===== src/rtl/iir_sos_cascade.sv =====
// Cascade of Nsec Direct Form I biquads sharing one time-multiplexed MAC, with a run-time coefficient bank.
// Optional macro IIR_SOS_SATURATE_EN: clamp section outputs and flag ovf; otherwise outputs wrap.
module iir_sos_cascade #(
    parameter int Ndint  = 3,
    parameter int Ndfrac = 22,
    parameter int Ncint  = 4,
    parameter int Ncfrac = 14,
    parameter int Nsec   = 2,
    parameter int Nguard = 3
) (
    input  logic                         clk,
    input  logic                         reset,
    input  logic                         dv_in,
    input  logic [Ndint+Ndfrac-1:0]      d_in,
    output logic                         in_ready,
    output logic                         dv_out,
    output logic [Ndint+Ndfrac-1:0]      d_out,
    input  logic                         coef_we,
    input  logic [$clog2(5*Nsec)-1:0]    coef_addr,
    input  logic [Ncint+Ncfrac-1:0]      coef_data,
    output logic                         overrun,
    output logic                         ovf
);

    localparam int ND    = Ndint + Ndfrac;
    localparam int NC    = Ncint + Ncfrac;
    localparam int NP    = ND + NC;
    localparam int NA    = NP + Nguard;
    localparam int NCOEF = 5 * Nsec;
    localparam int AW    = $clog2(NCOEF);
    localparam int SW    = (Nsec > 1) ? $clog2(Nsec) : 1;

    typedef enum logic [1:0] {
        IDLE = 2'd0,
        MAC  = 2'd1,
        FIN  = 2'd2,
        DONE = 2'd3
    } state_t;

    state_t state, state_next;

    logic signed [NC-1:0] coef [NCOEF];
    logic signed [ND-1:0] x1 [Nsec];
    logic signed [ND-1:0] x2 [Nsec];
    logic signed [ND-1:0] y1 [Nsec];
    logic signed [ND-1:0] y2 [Nsec];
    logic signed [ND-1:0] xin;
    logic [SW-1:0]        s;
    logic [2:0]           k;
    logic signed [NA-1:0] acc;

    logic [AW-1:0]        cidx;
    logic signed [NC-1:0] c_sel;
    logic signed [ND-1:0] d_sel;
    logic signed [NP-1:0] prod;
    logic signed [NA-1:0] acc_base;
    logic signed [NA-1:0] acc_next;
    logic signed [ND-1:0] ynew;
    logic                 sat_hit;
    logic                 last_sec;

    // ---------------- FSM ----------------
    always_ff @(posedge clk) begin
        if (reset) state <= IDLE;
        else       state <= state_next;
    end

    always_comb begin
        state_next = state;
        in_ready   = 1'b0;
        case (state)
            IDLE: begin
                in_ready = 1'b1;
                if (dv_in) state_next = MAC;
            end
            MAC:  if (k == 3'd4) state_next = FIN;
            FIN:  state_next = last_sec ? DONE : MAC;
            DONE: state_next = IDLE;
            default: state_next = IDLE;
        endcase
    end

    // ---------------- MAC datapath ----------------
    always_comb begin
        last_sec = (s == SW'(Nsec - 1));
        cidx     = AW'(s) * AW'(5) + AW'(k);
        c_sel    = coef[cidx];
        case (k)
            3'd0:    d_sel = xin;
            3'd1:    d_sel = x1[s];
            3'd2:    d_sel = x2[s];
            3'd3:    d_sel = y1[s];
            default: d_sel = y2[s];
        endcase
        prod     = NP'(c_sel) * NP'(d_sel);
        acc_base = (k == 3'd0) ? '0 : acc;
        // feedback terms enter negated since a0 is implied 1 on the output side
        if (k >= 3'd3) acc_next = acc_base - NA'(prod);
        else           acc_next = acc_base + NA'(prod);
    end

`ifdef IIR_SOS_SATURATE_EN
    logic [NA-Ncfrac-ND:0] acc_top;

    always_comb begin
        acc_top = acc[NA-1:Ncfrac+ND-1];
        sat_hit = !((&acc_top) || !(|acc_top));
        if (!sat_hit)       ynew = acc[Ncfrac +: ND];
        else if (acc[NA-1]) ynew = {1'b1, {(ND-1){1'b0}}};
        else                ynew = {1'b0, {(ND-1){1'b1}}};
    end
`else
    always_comb begin
        sat_hit = 1'b0;
        ynew    = acc[Ncfrac +: ND];
    end
`endif

    always_ff @(posedge clk) begin
        if (reset) begin
            dv_out  <= 1'b0;
            d_out   <= '0;
            overrun <= 1'b0;
            xin     <= '0;
            s       <= '0;
            k       <= '0;
            acc     <= '0;
            for (int unsigned i = 0; i < Nsec; i++) begin
                x1[i] <= '0;
                x2[i] <= '0;
                y1[i] <= '0;
                y2[i] <= '0;
            end
            for (int unsigned i = 0; i < NCOEF; i++)
                coef[i] <= (i % 5 == 0) ? NC'(1 << Ncfrac) : '0;
        end else begin
            dv_out <= 1'b0;
            if (coef_we && state == IDLE && coef_addr < AW'(NCOEF))
                coef[coef_addr] <= coef_data;
            if (dv_in && state != IDLE)
                overrun <= 1'b1;
            case (state)
                IDLE: begin
                    if (dv_in) begin
                        xin <= d_in;
                        s   <= '0;
                        k   <= '0;
                    end
                end
                MAC: begin
                    acc <= acc_next;
                    k   <= k + 3'd1;
                end
                FIN: begin
                    x2[s] <= x1[s];
                    x1[s] <= xin;
                    y2[s] <= y1[s];
                    y1[s] <= ynew;
                    xin   <= ynew;
                    k     <= '0;
                    if (last_sec) d_out <= ynew;
                    else          s     <= s + 1'b1;
                end
                DONE: dv_out <= 1'b1;
                default: ;
            endcase
        end
    end

`ifdef IIR_SOS_SATURATE_EN
    always_ff @(posedge clk) begin
        if (reset)                       ovf <= 1'b0;
        else if (state == FIN && sat_hit) ovf <= 1'b1;
    end
`else
    assign ovf = 1'b0;
`endif

endmodule


===== config.mk =====
export PLATFORM = sky130hd
export DESIGN_NAME = iir_sos_cascade
export DESIGN_NICKNAME = d
export VERILOG_FILES = /design/src/rtl/iir_sos_cascade.sv
export SDC_FILE = /design/constraint.sdc
export NUM_CORES = 2
export LEC_CHECK = 0
export BUFFER_PORTS_ARGS = -buffer_cell sky130_fd_sc_hd__buf_2
export CAP_MARGIN = 10
export CORE_MARGIN = 8
export CORE_UTILIZATION = 40
export CTS_BUF_LIST = sky130_fd_sc_hd__clkbuf_16
export DETAILED_ROUTE_END_ITERATION = 8
export PLACE_DENSITY = 0.66
export RECOVER_POWER = 25
export SLEW_MARGIN = 10
export SYNTH_ARGS = -nofsm -noshare
export SYNTH_HDL_FRONTEND = slang
export SYNTH_SLANG_ARGS = --single-unit

===== constraint.sdc =====
create_clock -name clk -period 13.8 [get_ports clk]
set_input_delay 2.07 -clock clk [delete_from_list [all_inputs] [get_ports clk]]
set_output_delay 2.07 -clock clk [all_outputs]
set_load 0.02 [all_outputs]

==> run metrics <==
status complete, but fails checks; failing checks capacitance limit, slew limit; total negative slack 0 ns; HPWL Detailed between 80 and 90 mm; share of layout cells above drive strength 1 8.67%; CP dominant cell by count fa_1; critical path class reg -> reg; area of the mapped netlist between 40000 and 50000 um2; HP Class reg -> reg; Avg Inst Size Synth approximately 11 um2; Worst-path clk slew 0.06 ns; postcts setup bufs 0; largest net degree at the start of global routing 74; core area 106000 um2; Max-slew headroom -122%; vias per std cell ~5.4; Clock Skews between 0.03 and 0.04 ns; Final Wtd Congestion 0.915; minimum clock period 12.88 ns; fin. max-slew vios around 280; Max Fclk approximately 78 MHz; Setup-failing EPs final 0; height of the chip approximately 340 um; CP max-delay cell a21oi_1; Num CTS Buffers between 60 and 70; DR vias between 30000 and 40000; required time of the critical path ~14 ns; sequential fraction of the synthesis area about two fifths; CTS H-tree lvls 3; Yosys cell types between 90 and 100; post-route ant nets 0; global-route wire length before repair ~180 mm; initial antenna violation count 2; total congestion overflow 0; Mapped Cells roughly 4000; number of remaining DRC errors 0; drt total wl ~120 mm; CTS tree done; P&R area growth vs syn 10.4%; CP max stage delay between 1 and 1.5 ns; hold-fix buffers at CTS 0; die width 343 um; crit end category flop; crit-path max FO 27; critical path arrival between 10 and 15 ns; clk sinks about 590; Yosys reg bits 586; Max clock buf depth 3; DIE AREA between 100000 and 150000 um2; EDFF count, synth 488; Global Route Usage Sum between 10% and 20%; Yosys warning count 0; worst-skew pair later-pin latency ~0.65 ns; final worst-path cycle share 93.4%; Rows 120; Port-buffer cells 78; MaxCap Viol Count 7; setup repair after global routing missed its margin false; FFs w/ async S/R, synth 0%; Worst Setup Start Kind flop; Ports 80; root buf cell clkbuf_16; Detailed Route Iter0 Violations between 2000 and 3000; Post-synth top flop edfxtp_1; vias in the first global route 30591; Avg WL per Cell 20.7 um; worst slew pin tran around 3.3 ns; Final #Nets between 4000 and 5000; Hold Vio Cnt, Final 0; Initial Utilization around two fifths; Post-CTS Resized 0; 1st-pass router iterations 5
cell type report:
class / instances / area, um2
fillers: 9881 / 59300
multi-input cells: 2779 / 23700
flip-flops and latches: 586 / 16600
inverters: 563 / 2120
well taps: 1403 / 1760
clock buffers: 69 / 1730
repair buffers: 148 / 890
clock inverters: 55 / 324
diodes: 1 / 2.50
stage by stage:
stage / instance area [um2] / util, % / std cells / hold WS, ns / setup slack, ns
6_report: 47100 / 44.3 / 5604 / 0.444 / 0.917
5_1_grt: 47100 / 44.3 / 5603 / 0.461 / 0.412
4_1_cts: 47200 / 44.4 / 5603 / 0.448 / 1.13
3_5_place_dp: 45200 / 42.4 / 5479 / 0.435 / 1.20
3_3_place_gp: 45200 / 42.4 / 5479 / 0.427 / 1.26
2_1_floorplan: 43100 / - / 4121 / 0.427 / 2.81
sequential cells by signal, summed over array words and instances, names as in the netlist, named ones only:
name      cells
coef        288
x1           50
x2           50
y1           50
y2           50
acc          39
d_out        25
xin          25
k             3
state         2
dv_out        1
last_sec      1
overrun       1
worst max-delay path, delay by kind of cell, from the launching register on:
kind	cells	cell delay, ns
xor gates and xnor gates	5	0.85
buffers and inverters	4	1.08
and+or+nand+nor	12	3.36
adders and majority gates	10	4.53
DFF	1	0.54
AOI/OAI and AO/OA	7	2.25
cell usage in the layout (no fill, tap or decap), drive strengths merged, types with 32 or more instances in the layout:
cell / netlist / routed
inv: 560 / 587
nor2: 535 / 535
edfxtp: 488 / 488
nand2: 414 / 414
fa: 409 / 409
a21oi: 162 / 162
and2: 157 / 157
ha: 149 / 149
buf: 46 / 115
conb: 1 / 109
mux2i: 102 / 102
clkbuf: 147 / 102
dfxtp: 98 / 98
xnor2: 84 / 84
mux4: 81 / 81
a21o: 75 / 75
nor2b: 57 / 57
o21ai: 50 / 50
o22ai: 35 / 35
xor2: 33 / 33
nand3: 32 / 32
metal layers:
metal | vias up | GRT usage (%) | part of all wire, %
met5 | - | 0 | 0.0095
li1 | 13463 | - | -
met1 | 15278 | 26.7 | 42
met3 | 223 | 2.64 | 6.6
met2 | 1126 | 32.7 | 48
met4 | 2 | 6.78 | 3.5
worst paths after layout:
check | from | to | slack (ns) | cells past startpoint
min | acc[3] | acc[3] | 0.44 | 2
max reg2reg | k[1] | acc[38] | 0.92 | 38
min reg2reg | acc[3] | acc[3] | 0.44 | 2
max | k[1] | acc[38] | 0.92 | 38
logic make-up after synthesis:
family | share of synthesized area (%)
DFF | 38.9
and+or+nand+nor | 13.7
buffers and inverters | 6.79
muxes | 6.79
other | 0.00878
adders and majority gates | 23.5
xor gates and xnor gates | 2.47
AOI/OAI and AO/OA | 7.84
Yosys cell counts (all sizes together) (5+ instances only):
cell type | instances | area share [%]
nand2b | 27 | 0.40
nor3 | 29 | 0.34
xor2 | 33 | 0.68
and4 | 6 | 0.12
a31oi | 16 | 0.23
buf | 46 | 0.55
nor4 | 8 | 0.17
and2 | 157 | 2.3
fa | 409 | 19
nand3 | 32 | 0.37
edfxtp | 488 | 34
o21ai | 50 | 0.59
a2111oi | 16 | 0.38
inv | 560 | 4.9
and3 | 15 | 0.22
o31ai | 13 | 0.27
or3 | 10 | 0.15
ha | 149 | 4.4
xnor2 | 84 | 1.7
a211oi | 24 | 0.43
a21oi | 162 | 1.9
clkbuf | 147 | 1.3
o22ai | 35 | 0.51
nor2b | 57 | 0.85
o221a | 25 | 0.66
dfxtp | 98 | 4.6
o21a | 14 | 0.25
nand4 | 6 | 0.088
mux4 | 81 | 4.3
nor2 | 535 | 4.7
mux2i | 102 | 2.4
o21bai | 12 | 0.21
or2 | 9 | 0.13
a21o | 75 | 1.3
a211o | 5 | 0.10
o211ai | 7 | 0.12
nand2 | 414 | 3.7
mux2 | 5 | 0.13
Power is left out: the tool's default activity adds up to more than one toggle a clock period on the data nets, which glitch-free logic cannot reach.
